File: src/rtl/fc_pkg.sv
// fc_pkg: shared state type and arithmetic helpers for the fully-connected stream layer
package fc_pkg;
  typedef enum logic [1:0] {IDLE, MAC, FLUSH, EMIT} fc_state_t;
  localparam int SAT_W = 64;
  function automatic int clog2p(input int v);
    return (v <= 1) ? 1 : $clog2(v);
  endfunction
  // Saturate a wide accumulator into t signed bits, then optionally clamp negatives to zero.
  function automatic logic signed [SAT_W-1:0] sat_relu(input logic signed [SAT_W-1:0] acc, input int t, input bit r);
    logic signed [SAT_W-1:0] hi, lo, s;
    hi = (64'sd1 <<< (t - 1)) - 64'sd1;
    lo = -(64'sd1 <<< (t - 1));
    s = (acc > hi) ? hi : (acc < lo) ? lo : acc;
    return (r && s < 0) ? '0 : s;
  endfunction
endpackage

File: src/rtl/fc_mac_lane.sv
// fc_mac_lane: one MAC lane, registered full-width product feeding a restartable accumulator
module fc_mac_lane #(
  parameter int T = 16,
  parameter int ACCW = 35
) (
  input  logic                   clk,
  input  logic                   reset,
  input  logic                   vld_i,
  input  logic                   first_i,
  input  logic signed [T-1:0]    x_i,
  input  logic signed [T-1:0]    w_i,
  output logic signed [ACCW-1:0] acc_o
);
  logic signed [2*T-1:0] prod_q;
  logic signed [ACCW-1:0] acc_q;
  logic pv_q, pf_q;
  assign acc_o = acc_q;
  // The first product of a row restarts the sum, so no separate clear pulse is needed.
  always_ff @(posedge clk or posedge reset)
    if (reset) begin
      prod_q <= '0;
      pv_q <= 1'b0;
      pf_q <= 1'b0;
      acc_q <= '0;
    end else begin
      prod_q <= (2*T)'(x_i) * (2*T)'(w_i);
      pv_q <= vld_i;
      pf_q <= first_i;
      if (pv_q) acc_q <= (pf_q ? '0 : acc_q) + ACCW'(prod_q);
    end
endmodule

File: src/rtl/fc_stream_layer.sv
// fc_stream_layer: streaming y = f(W*x) with ping-pong input banks and P parallel MAC lanes
module fc_stream_layer import fc_pkg::*; #(
  parameter int M = 8,
  parameter int N = 8,
  parameter int T = 16,
  parameter int R = 1,
  parameter int P = 2
) (
  input  logic                          clk,
  input  logic                          reset,
  input  logic                          input_valid,
  output logic                          input_ready,
  input  logic signed [T-1:0]           input_data,
  output logic [clog2p(M/P*N)-1:0]      w_addr,
  input  logic [P*T-1:0]                w_data,
  output logic                          output_valid,
  input  logic                          output_ready,
  output logic signed [T-1:0]           output_data
);
  localparam int ACCW = 2*T + $clog2(N);
  localparam int G = M / P;
  localparam int AW = clog2p(G*N);
  localparam int GW = clog2p(G);
  localparam int XW = clog2p(N);
  localparam int PW = clog2p(P);
  localparam int MX = (N > P) ? ((N > 3) ? N : 3) : ((P > 3) ? P : 3);
  localparam int CW = clog2p(MX);
  if (M % P != 0 || N < 2) begin : g_chk
    $error("fc_stream_layer: M must be a multiple of P and N must be at least 2");
  end
  fc_state_t st_q, st_d;
  logic [GW-1:0] grp_q, grp_d;
  logic [CW-1:0] cnt_q, cnt_d;
  logic [1:0] full_q, full_d;
  logic cb_q, cb_d, ld_bank_q, rdy_q, rv_q, rf_q, rel, latch, ld_fire, ld_last;
  logic [XW-1:0] ld_cnt_q;
  logic signed [T-1:0] xb_q [2][N];
  logic signed [T-1:0] xr_q;
  logic signed [T-1:0] ob_q [P];
  logic signed [ACCW-1:0] acc [P];
  assign input_ready = rdy_q && !full_q[ld_bank_q];
  assign ld_fire = input_valid && input_ready;
  assign ld_last = ld_fire && ld_cnt_q == XW'(N-1);
  assign output_valid = st_q == EMIT;
  assign output_data = output_valid ? ob_q[cnt_q[PW-1:0]] : '0;
  assign w_addr = (st_q == MAC) ? AW'(int'(grp_q) * N + int'(cnt_q)) : '0;
  // cnt_q is reused as k index in MAC, flush timer in FLUSH and lane index in EMIT.
  always_comb begin
    st_d = st_q;
    grp_d = grp_q;
    cnt_d = cnt_q;
    cb_d = cb_q;
    rel = 1'b0;
    latch = 1'b0;
    case (st_q)
      IDLE: st_d = full_q[cb_q] ? MAC : IDLE;
      MAC: begin
        cnt_d = (cnt_q == CW'(N-1)) ? '0 : cnt_q + 1'b1;
        st_d = (cnt_q == CW'(N-1)) ? FLUSH : MAC;
      end
      FLUSH: begin
        latch = cnt_q == CW'(2);
        cnt_d = latch ? '0 : cnt_q + 1'b1;
        st_d = latch ? EMIT : FLUSH;
      end
      EMIT: if (output_ready) begin
        cnt_d = cnt_q + 1'b1;
        if (cnt_q == CW'(P-1)) begin
          cnt_d = '0;
          rel = grp_q == GW'(G-1);
          grp_d = rel ? '0 : grp_q + 1'b1;
          cb_d = rel ? !cb_q : cb_q;
          st_d = (!rel || full_q[!cb_q]) ? MAC : IDLE;
        end
      end
      default: st_d = IDLE;
    endcase
    full_d = full_q;
    if (ld_last) full_d[ld_bank_q] = 1'b1;
    if (rel) full_d[cb_q] = 1'b0;
  end
  always_ff @(posedge clk or posedge reset)
    if (reset) begin
      st_q <= IDLE;
      grp_q <= '0;
      cnt_q <= '0;
      cb_q <= 1'b0;
      full_q <= '0;
      ld_bank_q <= 1'b0;
      ld_cnt_q <= '0;
      rdy_q <= 1'b0;
      rv_q <= 1'b0;
      rf_q <= 1'b0;
      for (int p = 0; p < P; p++) ob_q[p] <= '0;
    end else begin
      st_q <= st_d;
      grp_q <= grp_d;
      cnt_q <= cnt_d;
      cb_q <= cb_d;
      full_q <= full_d;
      rdy_q <= 1'b1;
      if (ld_fire) begin
        ld_cnt_q <= ld_last ? '0 : ld_cnt_q + 1'b1;
        ld_bank_q <= ld_bank_q ^ ld_last;
      end
      rv_q <= st_q == MAC;
      rf_q <= st_q == MAC && cnt_q == '0;
      if (latch) for (int p = 0; p < P; p++) ob_q[p] <= T'(sat_relu(SAT_W'(acc[p]), T, R != 0));
    end
  // x read is registered so it lines up with the one-cycle weight ROM latency.
  always_ff @(posedge clk) begin
    if (ld_fire) xb_q[ld_bank_q][ld_cnt_q] <= input_data;
    xr_q <= xb_q[cb_q][cnt_q[XW-1:0]];
  end
  for (genvar l = 0; l < P; l++) begin : g_lane
    fc_mac_lane #(.T(T), .ACCW(ACCW)) u_lane (
      .clk(clk),
      .reset(reset),
      .vld_i(rv_q),
      .first_i(rf_q),
      .x_i(xr_q),
      .w_i($signed(w_data[l*T +: T])),
      .acc_o(acc[l])
    );
  end
endmodule

File: config.mk
export PLATFORM = sky130hd
export DESIGN_NAME = fc_stream_layer
export DESIGN_NICKNAME = d
export VERILOG_FILES = /design/src/rtl/fc_pkg.sv /design/src/rtl/fc_mac_lane.sv /design/src/rtl/fc_stream_layer.sv
export SDC_FILE = /design/constraint.sdc
export NUM_CORES = 2
export LEC_CHECK = 0
export CORE_MARGIN = 2
export CORE_UTILIZATION = 30
export CTS_CLUSTER_SIZE = 30
export DETAILED_ROUTE_END_ITERATION = 12
export GPL_TIMING_DRIVEN = 0
export PLACE_DENSITY_LB_ADDON = 0.2
export SLEW_MARGIN = 10
export SYNTH_ARGS = -nofsm -noshare
export SYNTH_HDL_FRONTEND = slang
export SYNTH_SLANG_ARGS = --single-unit
File: constraint.sdc
create_clock -name clk -period 7.1 [get_ports clk]
set_clock_uncertainty 0.1 [all_clocks]
set_input_delay 0.71 -clock clk [delete_from_list [all_inputs] [get_ports clk]]
set_output_delay 0.71 -clock clk [all_outputs]
set_load 0.01 [all_outputs]
==> impl_summary.log <==
[metrics] run status: completed
[metrics] measured slew at the worst slew-check pin: 1.16 ns
[metrics] startpoint type of the worst setup path: input port
[metrics] upper clock frequency limit: 145 MHz
[metrics] kind of end point of the critical path: register
[metrics] setup-violating endpoint count in the final report: 0
[metrics] clock-pin slew on the worst setup and hold paths: 0.06 ns
[metrics] drt first-iter violations: 1,958
[metrics] met3 Track Usage GR: 2.38%
[metrics] fin. max-slew vios: 0
[metrics] net count of the mapped netlist: 4,500
[metrics] dpl ws: -2.52 ns
[metrics] async set-or-reset flop fraction in the synthesized netlist: 40.5%
[metrics] maximum net fanout on the critical path: 10
[metrics] Area growth syn-to-layout: 14.5%
[metrics] class of the most critical setup path: input port to register
[metrics] most common cell in the netlist: sky130_fd_sc_hd__inv_1
[metrics] launch point of the critical path: w_data[18]
[metrics] vias per std cell: 4.74
[metrics] library cells used by synthesis: 73
[metrics] cell with the biggest individual delay on the critical path: sky130_fd_sc_hd__fa_2
[metrics] Die Outline Area: 138,000 µm²
[metrics] remaining design rule violation count: 0
[metrics] reg-to-reg critical path startpoint: xr_q[11]
[metrics] gr busiest metal: met2
[metrics] peak per-stage delay on the critical path: 0.64 ns
[metrics] via count: 26,800
[metrics] share of synthesized area occupied by flip-flops and latches: 31.3%
[metrics] initial antenna violation count: 18
[metrics] Root Driver: sky130_fd_sc_hd__clkbuf_16
[metrics] cell accounting for the most synthesized area: sky130_fd_sc_hd__fa_1
[metrics] total number of yosys warnings: 0
[metrics] Worst Path Buf+Inv: 5
[metrics] initial core utilization: 30.2%
[metrics] top area cells in the synthesized netlist: sky130_fd_sc_hd__fa_1, sky130_fd_sc_hd__edfxtp_1, sky130_fd_sc_hd__dfrtp_1
[metrics] kind of cell adding the most delay to the critical path: adder cells
[metrics] maximum number of pins on one net before global-route repair: 78
[metrics] number of instances in the placed design: 5,544
[metrics] global-route wire length before repair: 177 mm
[metrics] area share of the leading cell type in the synthesized netlist: 26.1%
[metrics] deepest level of the CTS H-tree: 2
[metrics] final worst path period share: 97.1%
[metrics] fin cells: 5,659
[metrics] vias in the first global route: 28,300
[metrics] most instantiated cells after synthesis: sky130_fd_sc_hd__inv_1, sky130_fd_sc_hd__fa_1, sky130_fd_sc_hd__nand2_1, sky130_fd_sc_hd__edfxtp_1, sky130_fd_sc_hd__and2_1
[metrics] Tot GR Track Use: 17.3%
[metrics] Period minus WS final: 6.89 ns
[metrics] post-route setup slack: 0.209 ns
[metrics] Slew Limit Headroom: 22.5%
[metrics] # IOs: 75
[metrics] overall die width: 371 µm
[metrics] Post-Syn Instances: 3,680
[metrics] post-route antenna net violation count: 0
[metrics] max-cap viol count: 0
[metrics] GR Util met2: 27.7%
[metrics] Routed WL per cell: 20.4 µm
[metrics] CTS hold repair buffers: 0
[metrics] met1 track demand over resource: 24.3%
[metrics] clock latency on the worst-skew pair: 0.65 ns
[metrics] Placement Cell Area: 43,800 µm²
[metrics] number of buffers inserted during clock tree synthesis: 53
[metrics] final HPWL from detailed placement: 91.1 mm
[metrics] share of layout cells above drive strength 1: 11.6%
[metrics] clock tree from TritonCTS: done
[metrics] clock buffer depth: 3
[metrics] number of enable flip-flop cells after synthesis: 256
[metrics] final wirelength: 115 mm
[metrics] total overflow reported by the global router: 0
[metrics] standard cell core area: 134,000 µm²
[metrics] most instantiated flip-flop cell in the synthesis netlist: sky130_fd_sc_hd__edfxtp_1
[metrics] number of placement rows: 134
[metrics] CP Data Required Time: 7.49 ns
[metrics] placer's final routability congestion estimate: 0.845
[metrics] mean area per synthesized cell: 11.0 µm²
[metrics] Final Cell Area: 46,300 µm²
[metrics] worst hold path type: register to register
[metrics] data arrival time of the critical path: 7.28 ns
[metrics] total of flip-flops plus latches after synthesis: 457
[metrics] number of port buffers: 74
[metrics] DRT Pass-1 Iters: 7
[metrics] Most common cell on crit path: sky130_fd_sc_hd__fa_1
[metrics] worst-path cell chain: clkdlybuf4s18_2 -> buf_4 -> nand2_1 -> inv_1 -> fa_2 -> fa_1 -> fa_1 -> fa_1 -> fa_1 -> inv_1 -> fa_1 -> inv_1 -> ha_2 -> nand3_1 -> or2_2 -> o31ai_1 -> a221o_1 -> o2111ai_1 -> a31oi_1 -> o21a_1 -> nor2_1 -> xnor2_2
[metrics] Hold Path Origin: rf_q
[metrics] final design utilization: 34.6%
[metrics] final count of hold timing violations: 0
[metrics] clk sinks: 457
[metrics] layout net count: 4,661
[metrics] cell area after synthesis: 40,400 µm²
[metrics] die height: 371 µm
==> cell type report <==
| cell class | count | area (µm²) |
|---|---|---|
| diodes | 5 | 12.5 |
| clock inverters | 37 | 360 |
| inverters | 611 | 2300 |
| multi-input cells | 2464 | 25200 |
| flip-flops and latches | 457 | 12700 |
| repair buffers | 111 | 1140 |
| plain buffers | 143 | 945 |
| clock buffers | 63 | 1400 |
| fillers | 13400 | 87300 |
| well taps | 1768 | 2210 |
==> cell families (layout without fill, tap and decap cells) <==
family          after synthesis  after routing  synth area share [%]
flops                       457            457                  31.3
mux                         153            153                  6.43
fa+ha+maj                   768            768                  33.5
compound gates              444            444                  7.03
xor+xnor                    125            125                  2.71
other cells                   1              6               0.00928
simple gates                973            973                  12.0
buf+inv                     759            965                  7.05
==> state kept, by name (all words and copies together), names as in the netlist, 3 cells and up, named ones only <==
register              count
ob_q                     32
xb_q                    256
ld_cnt_q                  3
xr_q                     16
g_lane.u_lane.acc_o      70
g_lane.u_lane.prod_q     64
cnt_q                     3
==> worst paths after layout <==
kind / endpoint / slack, ns / cells after the start
worst max-delay path: g_lane[1].u_lane.prod_q[31] / 0.21 / 22
worst min-delay path: g_lane[1].u_lane.pf_q / 0.25 / 0
worst max register to register: g_lane[1].u_lane.prod_q[31] / 0.22 / 22
worst min register to register: g_lane[1].u_lane.pf_q / 0.25 / 0
max in group asynchronous: g_lane[1].u_lane.acc_o[28] / 5.43 / 4
min in group asynchronous: g_lane[0].u_lane.acc_o[20] / 0.37 / 2
==> through the flow <==
step                      hold WS [ns]  setup TNS (ns)
after detailed placement         0.236          -36.36
final                            0.248               0
after floorplan                  0.231               0
after global placement           0.238         -387.14
after CTS                        0.250               0
after global routing             0.269         -0.0140
==> layout by cell type, fill, tap and decap left out, types with 11 or more instances in the layout <==
cell and count:
sky130_fd_sc_hd__nand4_1 25, sky130_fd_sc_hd__o21ai_0 56, sky130_fd_sc_hd__a31oi_1 15, sky130_fd_sc_hd__clkbuf_16 53, sky130_fd_sc_hd__dfrtp_1 185, sky130_fd_sc_hd__clkbuf_2 32, sky130_fd_sc_hd__ha_1 231, sky130_fd_sc_hd__mux2i_1 19
sky130_fd_sc_hd__mux2_2 52, sky130_fd_sc_hd__nand2b_1 28, sky130_fd_sc_hd__xnor2_1 89, sky130_fd_sc_hd__buf_1 16, sky130_fd_sc_hd__dfxtp_4 13, sky130_fd_sc_hd__nand2_1 315, sky130_fd_sc_hd__buf_4 32, sky130_fd_sc_hd__buf_2 11
sky130_fd_sc_hd__nor2_2 12, sky130_fd_sc_hd__mux4_2 80, sky130_fd_sc_hd__edfxtp_1 256, sky130_fd_sc_hd__o21bai_1 17, sky130_fd_sc_hd__clkinv_2 17, sky130_fd_sc_hd__a21oi_1 180, sky130_fd_sc_hd__nor3_1 25, sky130_fd_sc_hd__nor2b_1 86
sky130_fd_sc_hd__nand3_1 25, sky130_fd_sc_hd__clkdlybuf4s50_1 44, sky130_fd_sc_hd__nor2_1 151, sky130_fd_sc_hd__inv_1 610, sky130_fd_sc_hd__nor4_1 11, sky130_fd_sc_hd__xor2_1 34, sky130_fd_sc_hd__fa_1 522, sky130_fd_sc_hd__and2_1 248
sky130_fd_sc_hd__o21a_1 20, sky130_fd_sc_hd__a21o_1 51, sky130_fd_sc_hd__buf_8 15, sky130_fd_sc_hd__buf_6 21, sky130_fd_sc_hd__clkbuf_1 54, sky130_fd_sc_hd__clkbuf_4 13
==> layer usage <==
| metal | part of all wire (%) | up-vias |
|---|---|---|
| li1 | - | 12300 |
| met5 | 0.041 | - |
| met2 | 47 | 585 |
| met1 | 46 | 13800 |
| met3 | 4.8 | 125 |
| met4 | 2.6 | 8 |
==> worst reg2reg max path, cell delays in order (launching register included) <==
cell and delay (ns):
sky130_fd_sc_hd__dfxtp_4 0.48, sky130_fd_sc_hd__buf_12 0.16, sky130_fd_sc_hd__buf_12 0.12, sky130_fd_sc_hd__nand2_1 0.08
sky130_fd_sc_hd__fa_1 0.58, sky130_fd_sc_hd__inv_1 0.06, sky130_fd_sc_hd__fa_1 0.48, sky130_fd_sc_hd__fa_1 0.60
sky130_fd_sc_hd__fa_1 0.45, sky130_fd_sc_hd__fa_1 0.49, sky130_fd_sc_hd__inv_1 0.05, sky130_fd_sc_hd__fa_1 0.47
sky130_fd_sc_hd__inv_1 0.04, sky130_fd_sc_hd__ha_2 0.40, sky130_fd_sc_hd__nand3_1 0.17, sky130_fd_sc_hd__or2_2 0.33
sky130_fd_sc_hd__o31ai_1 0.32, sky130_fd_sc_hd__a221o_1 0.27, sky130_fd_sc_hd__o2111ai_1 0.19, sky130_fd_sc_hd__a31oi_1 0.29
sky130_fd_sc_hd__o21a_1 0.15, sky130_fd_sc_hd__nor2_1 0.07, sky130_fd_sc_hd__xnor2_2 0.36
==> what timing repair did <==
| item | CTS | global route |
|---|---|---|
| pin swaps | 6 | 16 |
| endpoints found under the setup margin | 25 | 13 |
| buffers inserted | 3 | 12 |
| resized for setup | 170 | 250 |
Power is left out: the tool's default activity adds up to more than one toggle a clock period on the data nets, which glitch-free logic cannot reach.
